--- config.mk ---
export PLATFORM = sky130hd
export DESIGN_NAME = bus2uart_master_flat
export DESIGN_NICKNAME = d
export VERILOG_FILES = /design/src/rtl/bus2uart_master_pkg.sv /design/src/rtl/bus2uart_master_if.sv /design/src/rtl/bus2uart_timer.sv /design/src/rtl/bus2uart_master.sv /design/src/flat_wrapper.sv
export SDC_FILE = /design/constraint.sdc
export NUM_CORES = 1
export LEC_CHECK = 0
export ABC_AREA = 0
export ABC_CLOCK_PERIOD_IN_PS = 2700
export BUFFER_PORTS_ARGS = -buffer_cell sky130_fd_sc_hd__buf_2
export CAP_MARGIN = 20
export CORE_MARGIN = 8
export CORE_UTILIZATION = 48
export CTS_CLUSTER_SIZE = 28
export DETAILED_ROUTE_END_ITERATION = 10
export GPL_TIMING_DRIVEN = 1
export MAX_ROUTING_LAYER = met4
export PLACE_DENSITY = 0.79
export SYNTH_ARGS = -nofsm -noshare
export SYNTH_HDL_FRONTEND = slang
export SYNTH_HIERARCHICAL = 1
export SYNTH_SLANG_ARGS = --single-unit
--- constraint.sdc ---
create_clock -name clock -period 2.7 [get_ports clock]
set_clock_uncertainty 0.05 [all_clocks]
set_input_delay 0.135 -clock clock [delete_from_list [all_inputs] [get_ports clock]]
set_output_delay 0.135 -clock clock [all_outputs]
set_load 0.03 [all_outputs]
--- src/rtl/bus2uart_master_pkg.sv ---
// -----------------------------------------------------------------------------
// bus2uart_master_pkg
// Shared constants for the uart2bus binary protocol as seen from the host side:
// command/prefix/ack byte values, the 3-bit FSM state encodings, the response
// record type and the combinational frame byte selector.
// No ports (package).
// -----------------------------------------------------------------------------
package bus2uart_master_pkg;

    localparam logic [7:0] BIN_PREFIX    = 8'h00;
    localparam logic [7:0] CMD_READ_1B   = 8'h12;
    localparam logic [7:0] CMD_WRITE_1B  = 8'h23;
    localparam logic [7:0] ACK_BYTE      = 8'h5A;
    // Transfer length byte: always a single data byte.
    localparam logic [7:0] LEN_ONE_BYTE  = 8'h01;

    localparam logic [2:0] ST_IDLE     = 3'd0;
    localparam logic [2:0] ST_SEND     = 3'd1;
    localparam logic [2:0] ST_TX_GAP   = 3'd2;
    localparam logic [2:0] ST_TX_WAIT  = 3'd3;
    localparam logic [2:0] ST_RSP_WAIT = 3'd4;
    localparam logic [2:0] ST_DONE     = 3'd5;

    localparam logic [2:0] LAST_IDX_READ  = 3'd4;
    localparam logic [2:0] LAST_IDX_WRITE = 3'd5;

    typedef struct packed {
        logic       error;
        logic [7:0] rd_data;
    } rsp_t;

    // Byte idx of the outgoing command frame. Index 5 only exists for writes.
    function automatic logic [7:0] frame_byte(input logic        wr,
                                              input logic [2:0]  idx,
                                              input logic [15:0] addr,
                                              input logic [7:0]  data);
        logic [7:0] b;
        case (idx)
            3'd0:    b = BIN_PREFIX;
            3'd1:    b = wr ? CMD_WRITE_1B : CMD_READ_1B;
            3'd2:    b = addr[15:8];
            3'd3:    b = addr[7:0];
            3'd4:    b = LEN_ONE_BYTE;
            default: b = data;
        endcase
        return b;
    endfunction

endpackage

--- src/rtl/bus2uart_master_if.sv ---
// -----------------------------------------------------------------------------
// bus2uart_master_if
// Request/response channel between a local requester and bus2uart_master.
//  req_valid/req_ready/req_write/req_address/req_wr_data : request handshake
//  rsp_valid/rsp_rd_data/rsp_error                       : completion pulse
// Modports: master = requester side, slave = bus2uart_master side.
// -----------------------------------------------------------------------------
interface bus2uart_master_if #(
    parameter int AW = 16
);
    logic          req_valid;
    logic          req_ready;
    logic          req_write;
    logic [AW-1:0] req_address;
    logic [7:0]    req_wr_data;
    logic          rsp_valid;
    logic [7:0]    rsp_rd_data;
    logic          rsp_error;

    modport master (
        output req_valid, req_write, req_address, req_wr_data,
        input  req_ready, rsp_valid, rsp_rd_data, rsp_error
    );

    modport slave (
        input  req_valid, req_write, req_address, req_wr_data,
        output req_ready, rsp_valid, rsp_rd_data, rsp_error
    );
endinterface

--- src/rtl/bus2uart_timer.sv ---
// -----------------------------------------------------------------------------
// bus2uart_timer
// Reply timeout counter. Counts while enabled, saturates at all-ones.
//  clock   in  system clock
//  reset   in  asynchronous reset, active-low
//  clear   in  synchronous clear to zero (has priority over enable)
//  enable  in  count this cycle
//  expire  out count has reached TO_CYCLES-1
// -----------------------------------------------------------------------------
module bus2uart_timer #(
    parameter int              TO_W      = 20,
    parameter logic [TO_W-1:0] TO_CYCLES = 20'd600000
) (
    input  logic clock,
    input  logic reset,
    input  logic clear,
    input  logic enable,
    output logic expire
);
    localparam logic [TO_W-1:0] LAST = TO_CYCLES - TO_W'(1);

    logic [TO_W-1:0] count;

    always_ff @(posedge clock or negedge reset) begin
        if (!reset) begin
            count <= '0;
        end else if (clear) begin
            count <= '0;
        end else if (enable && (count != '1)) begin
            count <= count + TO_W'(1);
        end
    end

    assign expire = (count == LAST);

endmodule

--- src/rtl/bus2uart_master.sv ---
// -----------------------------------------------------------------------------
// bus2uart_master
// Host-side initiator for the uart2bus binary protocol. A single-byte read or
// write request is turned into a command frame sent byte-by-byte to a uart_top
// transmitter; the one-byte reply (data or ack) is parsed into a response.
//  clock        in   system clock
//  reset        in   asynchronous reset, active-low
//  bus          slave modport: req_* handshake in, rsp_* completion out
//  tx_data      out  byte to transmitter, valid with new_tx_data
//  new_tx_data  out  one-cycle transmit strobe
//  tx_busy      in   transmitter busy
//  rx_data      in   received byte, valid with new_rx_data
//  new_rx_data  in   one-cycle receive strobe
// AW must be 16: the frame carries exactly two address bytes, MSB first.
// -----------------------------------------------------------------------------
module bus2uart_master
    import bus2uart_master_pkg::*;
#(
    parameter int              AW        = 16,
    parameter int              TO_W      = 20,
    parameter logic [TO_W-1:0] TO_CYCLES = 20'd600000
) (
    input  logic                clock,
    input  logic                reset,
    bus2uart_master_if.slave    bus,
    output logic [7:0]          tx_data,
    output logic                new_tx_data,
    input  logic                tx_busy,
    input  logic [7:0]          rx_data,
    input  logic                new_rx_data
);
    logic [2:0]    state;
    logic [2:0]    byte_idx;
    logic          rsp_valid_q;
    rsp_t          rsp_q;

    // Request fields captured at accept; the requester may change its inputs
    // afterwards. Data-only, so no reset is needed.
    logic          write_q;
    logic [AW-1:0] addr_q;
    logic [7:0]    wr_data_q;

    logic          accept;
    logic [2:0]    last_idx;
    logic [7:0]    cur_byte;
    logic          last_sent;
    logic          timer_clear;
    logic          timer_en;
    logic          timer_expire;

    assign accept      = bus.req_valid && (state == ST_IDLE);
    assign last_idx    = write_q ? LAST_IDX_WRITE : LAST_IDX_READ;
    assign cur_byte    = frame_byte(write_q, byte_idx, addr_q, wr_data_q);
    assign last_sent   = (state == ST_TX_WAIT) && !tx_busy && (byte_idx == last_idx);
    // The timeout window starts when the final command byte has left.
    assign timer_clear = last_sent;
    assign timer_en    = (state == ST_RSP_WAIT);

    bus2uart_timer #(
        .TO_W      (TO_W),
        .TO_CYCLES (TO_CYCLES)
    ) u_timer (
        .clock  (clock),
        .reset  (reset),
        .clear  (timer_clear),
        .enable (timer_en),
        .expire (timer_expire)
    );

    always_ff @(posedge clock) begin
        if (accept) begin
            write_q   <= bus.req_write;
            addr_q    <= bus.req_address;
            wr_data_q <= bus.req_wr_data;
        end
    end

    always_ff @(posedge clock or negedge reset) begin
        if (!reset) begin
            state       <= ST_IDLE;
            byte_idx    <= 3'd0;
            tx_data     <= 8'h00;
            new_tx_data <= 1'b0;
            rsp_valid_q <= 1'b0;
            rsp_q       <= '0;
        end else begin
            new_tx_data <= 1'b0;
            rsp_valid_q <= 1'b0;
            case (state)
                ST_IDLE: begin
                    if (accept) begin
                        byte_idx <= 3'd0;
                        state    <= ST_SEND;
                    end
                end
                ST_SEND: begin
                    if (!tx_busy) begin
                        tx_data     <= cur_byte;
                        new_tx_data <= 1'b1;
                        state       <= ST_TX_GAP;
                    end
                end
                // The transmitter raises busy one cycle after the strobe, so
                // busy is not trustworthy here.
                ST_TX_GAP: state <= ST_TX_WAIT;
                ST_TX_WAIT: begin
                    if (!tx_busy) begin
                        if (byte_idx == last_idx) begin
                            state <= ST_RSP_WAIT;
                        end else begin
                            byte_idx <= byte_idx + 3'd1;
                            state    <= ST_SEND;
                        end
                    end
                end
                // A byte arriving in the expiry cycle still counts as a reply.
                ST_RSP_WAIT: begin
                    if (new_rx_data) begin
                        if (write_q) begin
                            rsp_q.rd_data <= 8'h00;
                            rsp_q.error   <= (rx_data != ACK_BYTE);
                        end else begin
                            rsp_q.rd_data <= rx_data;
                            rsp_q.error   <= 1'b0;
                        end
                        rsp_valid_q <= 1'b1;
                        state       <= ST_DONE;
                    end else if (timer_expire) begin
                        rsp_q.rd_data <= 8'h00;
                        rsp_q.error   <= 1'b1;
                        rsp_valid_q   <= 1'b1;
                        state         <= ST_DONE;
                    end
                end
                // rsp_valid is high for this single cycle.
                ST_DONE: state <= ST_IDLE;
                default: state <= ST_IDLE;
            endcase
        end
    end

    assign bus.req_ready   = (state == ST_IDLE);
    assign bus.rsp_valid   = rsp_valid_q;
    assign bus.rsp_rd_data = rsp_q.rd_data;
    assign bus.rsp_error   = rsp_q.error;

endmodule
--- src/flat_wrapper.sv ---
// flat-port wrapper written by rule: the top's interface ports become plain ports
module bus2uart_master_flat import bus2uart_master_pkg::*;
#(
    parameter int              AW        = 16,
    parameter int              TO_W      = 20,
    parameter logic [TO_W-1:0] TO_CYCLES = 20'd600000
)
  (clock, reset, tx_data, new_tx_data, tx_busy, rx_data, new_rx_data, bus_req_valid, bus_req_write, bus_req_address, bus_req_wr_data, bus_req_ready, bus_rsp_valid, bus_rsp_rd_data, bus_rsp_error);
  bus2uart_master_if #(.AW(AW)) bus_i ();
  input  logic clock;
  input  logic reset;
  output logic [7:0] tx_data;
  output logic new_tx_data;
  input  logic tx_busy;
  input  logic [7:0] rx_data;
  input  logic new_rx_data;
  input wire logic [$bits(bus_i.req_valid)-1:0] bus_req_valid;
  input wire logic [$bits(bus_i.req_write)-1:0] bus_req_write;
  input wire logic [$bits(bus_i.req_address)-1:0] bus_req_address;
  input wire logic [$bits(bus_i.req_wr_data)-1:0] bus_req_wr_data;
  output wire logic [$bits(bus_i.req_ready)-1:0] bus_req_ready;
  output wire logic [$bits(bus_i.rsp_valid)-1:0] bus_rsp_valid;
  output wire logic [$bits(bus_i.rsp_rd_data)-1:0] bus_rsp_rd_data;
  output wire logic [$bits(bus_i.rsp_error)-1:0] bus_rsp_error;
  assign bus_i.req_valid = bus_req_valid;
  assign bus_i.req_write = bus_req_write;
  assign bus_i.req_address = bus_req_address;
  assign bus_i.req_wr_data = bus_req_wr_data;
  assign bus_req_ready = bus_i.req_ready;
  assign bus_rsp_valid = bus_i.rsp_valid;
  assign bus_rsp_rd_data = bus_i.rsp_rd_data;
  assign bus_rsp_error = bus_i.rsp_error;
  bus2uart_master #(.AW(AW), .TO_W(TO_W), .TO_CYCLES(TO_CYCLES)) u_core (.clock(clock), .reset(reset), .bus(bus_i), .tx_data(tx_data), .new_tx_data(new_tx_data), .tx_busy(tx_busy), .rx_data(rx_data), .new_rx_data(new_rx_data));
endmodule
# Yosys cells after proc, flatten, opt, wreduce, memory -nomap -nowiden
# Cells that the tools add are included.
dict set report word_totals {
  reg_bits 70
  input_bits 38
  output_inout_bits 20
}
dict set report classes {
  n_addsub 2
  n_eq_ne 17
  mux 24
  n_bitwise 1
  reduce_logical 14
}
# operator n
set ops {}
lappend ops {{$mux 20} 2}
lappend ops {{$pmux 8 s5} 1}
lappend ops {{$mux 3} 9}
lappend ops {{$mux 9} 3}
lappend ops {{$add 20x1->20 const B} 1}
lappend ops {{$eq 20x20->1 const B} 1}
lappend ops {{$ne 20x20->1 const B} 1}
lappend ops {{$pmux 3 s5} 1}
lappend ops {{$eq 3x2->1 const B} 4}
lappend ops {{$ne 8x7->1 const B} 1}
lappend ops {{$reduce_and 4->1} 2}
lappend ops {{$eq 3x1->1 const B} 2}
lappend ops {{$eq 3x3->1 const B} 2}
lappend ops {{$logic_not 3->1} 2}
lappend ops {{$mux 1} 6}
lappend ops {{$mux 6} 1}
lappend ops {{$ne 2x2->1 const B} 3}
lappend ops {{$pmux 3 s2} 1}
lappend ops {{$reduce_bool 2->1} 3}
lappend ops {{$logic_and 1x1->1} 4}
lappend ops {{$reduce_and 2->1} 2}
lappend ops {{$add 3x1->3 const B} 1}
lappend ops {{$eq 3x3->1} 1}
lappend ops {{$ne 3x2->1 const B} 1}
lappend ops {{other kinds (3)} 3}

# Logic depth before layout (Yosys ltp)
dict set report logic_depth {
  depth_word 5
  depth_mapped 9
  depth_no_buf 7
}

# Hierarchy
# Netlist, hierarchy kept.
# module n_inst cells_each area_per_inst_um2 seq_area_each_um2
set by_module_without_submodules {}
lappend by_module_without_submodules {bus2uart_master 1 161 2052.0 1376.3}
lappend by_module_without_submodules {bus2uart_timer 1 126 1196.1 500.5}

# Worst setup path before layout
# No wires, ideal clock.
dict set report synth_timing {
  kind {flip-flop to flip-flop}
  startpoint {register u_core.state[1]}
  endpoint {register u_core.addr_q[0], enable pin}
  setup_time_ns 0.380
  t_arrival_ns 1.997
  required_time_ns 2.270
  path_slack_ns 0.273
  stages_incl_launch_ff 5
  n_path_buf 1
  period_less_slack_ns 2.427
  path_cell_list {dfrtp_1 buf_2 nor3_1 nand2_1 inv_1}
}
dict set report synth_via {
  elab_chain_cells 2
}
# element line_no
set synth_lines {}
lappend synth_lines {{start, declared} bus2uart_master.sv:32} ;# logic [2:0] state;
lappend synth_lines {{start signal, assigned} bus2uart_master.sv:80} ;# state <= ST_IDLE;
lappend synth_lines {{start signal, assigned} bus2uart_master.sv:93} ;# state <= ST_SEND;
lappend synth_lines {{start signal, assigned} bus2uart_master.sv:100} ;# state <= ST_TX_GAP;
lappend synth_lines {{$logic_not 3->1} --}
lappend synth_lines {{via bus_req_ready} flat_wrapper.sv:21} ;# output wire logic [$bits(bus_i.req_ready)-1:0] bus_req_ready;
lappend synth_lines {{$logic_and 1x1->1} bus2uart_master.sv:51} ;# assign accept = bus.req_valid && (state == ST_IDLE);
lappend synth_lines {{via u_core.accept} bus2uart_master.sv:43} ;# logic accept;
lappend synth_lines {{end signal, assigned} bus2uart_master.sv:73} ;# addr_q <= bus.req_address;
lappend synth_lines {{end, declared} bus2uart_master.sv:40} ;# logic [AW-1:0] addr_q;
# The timed path passes the listed nets, and every way through them passes these cells.
# A chain may end at the register's enable or synchronous reset.

# Worst setup path after layout
dict set report layout_timing {
  startpoint {register u_core.byte_idx[0]}
  endpoint {register u_core.tx_data[4]}
}
dict set report layout_via {
  elab_chain_cells 2
  elab_cells_between_ends 6
  classes_between {eq/ne (4); mux (1); reduce/logical (1)}
}
# element line_no
set layout_lines {}
lappend layout_lines {{start, declared} bus2uart_master.sv:33} ;# logic [2:0] byte_idx;
lappend layout_lines {{start signal, assigned} bus2uart_master.sv:111} ;# byte_idx <= byte_idx + 3'd1;
lappend layout_lines {{$eq 3x3->1 (tied with other cells)} bus2uart_master_pkg.sv:38} ;# case (idx)
lappend layout_lines {{$pmux 8 s5 (*)} bus2uart_master_pkg.sv:38}
lappend layout_lines {{end signal, assigned} bus2uart_master.sv:98} ;# tx_data <= cur_byte;
lappend layout_lines {{end, declared} bus2uart_master.sv:26} ;# output logic [7:0] tx_data,
# Every way passes the cells marked *; elsewhere a longest branch is shown, timed or not.

==> summary.txt <==
Status
  – Status: finished clean

Die
  – Die area: around 9700 um^2
  – Die Y: slightly below 100 um
  – Rows: 30
  – Initial core utilization: 48.61%
  – I/O pin cnt: just under 60
  – Placeable Area: 6681 um^2
  – Die W: 98.26 um

CTS
  – Clk slew on worst S/H paths: 0.08 ns
  – Worst skew pair latency: 0.35 ns
  – Clock sink count: 70
  – CTS tree: done
  – CTS root buffer: clkbuf_8
  – Post CTS Setup Buffer Count: 0
  – Clock H-tree levels: 3
  – Clk buf depth: 2
  – Clock buffer count from CTS: 9

Layout
  – Commonest non-fill, non-tap cells in the layout: buf_2, dfrtp_1, dlygate4sd3_1, nand2_1, edfxtp_1
  – Layout Nets: 427
  – # diodes: 0
  – Post-layout util: between 60 and 70%
  – Most common cell after layout, fill and taps aside: buf_2
  – Area grow syn2layout: 28.47%
  – Layout Cells excl Fill: approximately 470
  – Share of cells above drive strength 1: about a quarter

Detailed routing
  – Drt total wl: roughly 7400 um
  – Routed Antenna Nets: 0
  – Starting DRT DRC Count: 116
  – Drt drc: 0
  – Routed wire per std cell: 15.76 um
  – Routed vias: 2504
  – First drt pass iteration count: 4
  – Via-to-Cell Ratio: 5.350

Logic synthesis
  – Share of synthesized registers carrying an async set or reset: roughly 64%
  – Synth unique cells: 50
  – Main synth FF type: dfrtp_1
  – Syn nets: ~330
  – Post-synth EDFFs: 25
  – Mapped Area: 3248 um^2
  – Seq cells post-synth: 70
  – Sequential fraction of the synthesis area: 57.78%
  – Syn. warnings: 6
  – Cells after synthesis: 287
  – Avg Inst Size Synth: 11.32 um^2

Timing
  – Slew HR: around 62%
  – Final hold viol count: 0
  – RSZ-0062 raised after global routing: no
  – Final Slew Violations: 0
  – Final worst slack: 0.5724 ns
  – Fmax: 0.4700 GHz
  – Period utilization: about four fifths
  – Final-report setup violation count: 0
  – Shortest period the worst path allows: 2.128 ns
  – Setup TNS: 0 ns
  – Worst-margin pin slew: between 0.5 and 0.6 ns

GRT
  – GRT Total Usage: about 17%
  – Vias in the first global route: about 2700
  – Initial antenna violation count: 0
  – Largest net degree at the start of global routing: between 40 and 50
  – GR Overflow Total: 0
  – First-pass GRT wire length: 12520 um

Power and ir drop
  – Leak: between 1.5 and 2 nW
  – Max VDD drop: 0.7078 mV
  – Total power: ~0.0038 W
  – Pwr/cell area: 899.6 nW/um^2

Setup path
  – Reg-to-Reg Start: u_core/byte_idx[0]$_DFFE_PN0P_
  – CP Class: register to register
  – Crit-path max FO: 7
  – Arr. time, crit path: about 2.3 ns
  – R2R depth: 6
  – CP required: approximately 2.9 ns
  – Startpoint types: register
  – R2r setup slk: 0.57 ns
  – Worst Setup End Kind: register
  – Worst R2R End: u_core/tx_data[4]$_DFFE_PN0P_

Placement
  – Post-DP HPWL: between 4000 and 5000 um
  – Port bufs: 57
  – Dpl ws: 0.6499 ns
  – RePlAce Congestion: 0.8603
  – Placed Instances: 417

Run
  – Max cap viols: 0

Hold path
  – Worst min path class: primary input to async pin
stage by stage:
step	hold WS (ns)	cell area, um^2
global placement	0.2610	3602
floorplan	-0.2106	3248
CTS	0.09914	4153
finish	0.1034	4173
global route	0.1012	4173
detailed placement	0.2631	3602
registers in the layout, indices dropped and copies added (netlist names):
signal,cells
u_core/byte_idx,3
u_core/addr_q,16
u_core/u_timer/count,20
u_core/tx_data,8
u_core/wr_data_q,8
u_core/write_q,1
u_core/bus.rsp_rd_data,8
u_core/new_tx_data,1
u_core/bus.rsp_error,1
u_core/state,3
u_core/bus.rsp_valid,1
synth_stat cells, types with 7 or more instances:
master	number	area [um^2]
dfrtp_1	45	1126
nand2_1	34	127.6
edfxtp_1	25	750.7
o21ai_0	18	90.09
nor2_1	17	63.81
nor3_1	12	60.06
a21oi_1	11	55.05
nand4_1	10	62.56
inv_1	8	30.03
a221o_1	7	70.07
nand3_1	7	35.03
area by class of cell:
type,instances,area (um^2)
Clock inverter,7,86.33
Inverter,10,37.54
Clock buffer,9,123.9
Tap cell,80,100.1
Multi-Input combinational cell,195,1265
Timing Repair Buffer,97,683.2
Sequential cell,70,1877
Fill cell,522,2509
worst max-delay path, stage by stage, from the launching register on:
cell	delay [ns]
dfrtp_1	0.45
inv_1	0.10
ha_1	0.22
nor4_1	0.37
o21bai_1	0.32
nor2_1	0.15
a221o_1	0.36
how the worst max path moves through the flow:
| stage | slack [ns] | startpoint | cells past startpoint | end |
|---|---|---|---|---|
| floorplan | 0.27 | u_core/state[1]$_DFFE_PN0P_ | 4 | u_core/addr_q[0]$_DFFE_PP_ |
| global route | 0.44 | u_core/state[1]$_DFFE_PN0P_ | 6 | u_core/u_timer/count[12]$_DFFE_PN0P_ |
| global placement | 0.76 | u_core/byte_idx[0]$_DFFE_PN0P_ | 6 | u_core/tx_data[5]$_DFFE_PN0P_ |
| finish | 0.57 | u_core/byte_idx[0]$_DFFE_PN0P_ | 6 | u_core/tx_data[4]$_DFFE_PN0P_ |
| detailed placement | 0.65 | u_core/byte_idx[0]$_DFFE_PN0P_ | 6 | u_core/tx_data[5]$_DFFE_PN0P_ |
| CTS | 0.59 | u_core/byte_idx[0]$_DFFE_PN0P_ | 6 | u_core/tx_data[4]$_DFFE_PN0P_ |
power by group:
group | internal, W | total [W] | switching, W
Combinational | 0.000479 | 0.00116 | 0.000686
Clock | 0.000447 | 0.000883 | 0.000436
Sequential | 0.00139 | 0.00171 | 0.000320
Total | 0.00231 | 0.00375 | 0.00144
kinds of logic after synthesis:
| family | synth area share (%) |
|---|---|
| xor gates and xnor gates | 2.696 |
| and+or+nand+nor | 20.11 |
| adders and majority gates | 2.311 |
| buffers and inverters | 3.274 |
| DFF | 57.78 |
| muxes | 0.9630 |
| AOI/OAI and AO/OA | 12.87 |
layer usage:
layer / up-vias / GRT usage (%) / routed length [um]
met5: - / - / 0
met4: 0 / 4.368 / 89
met3: 10 / 6.188 / 366
met2: 56 / 27.92 / 3701
met1: 1186 / 18.22 / 3221
li1: 1252 / - / -
what timing repair did:
action | 4_1_cts | 5_1_grt
gates resized for setup | 0 | 0
hold buffers | 34 | 0
hold endpoints to repair | 78 | 0
Note: power is estimated with default switching activity, not from simulation.
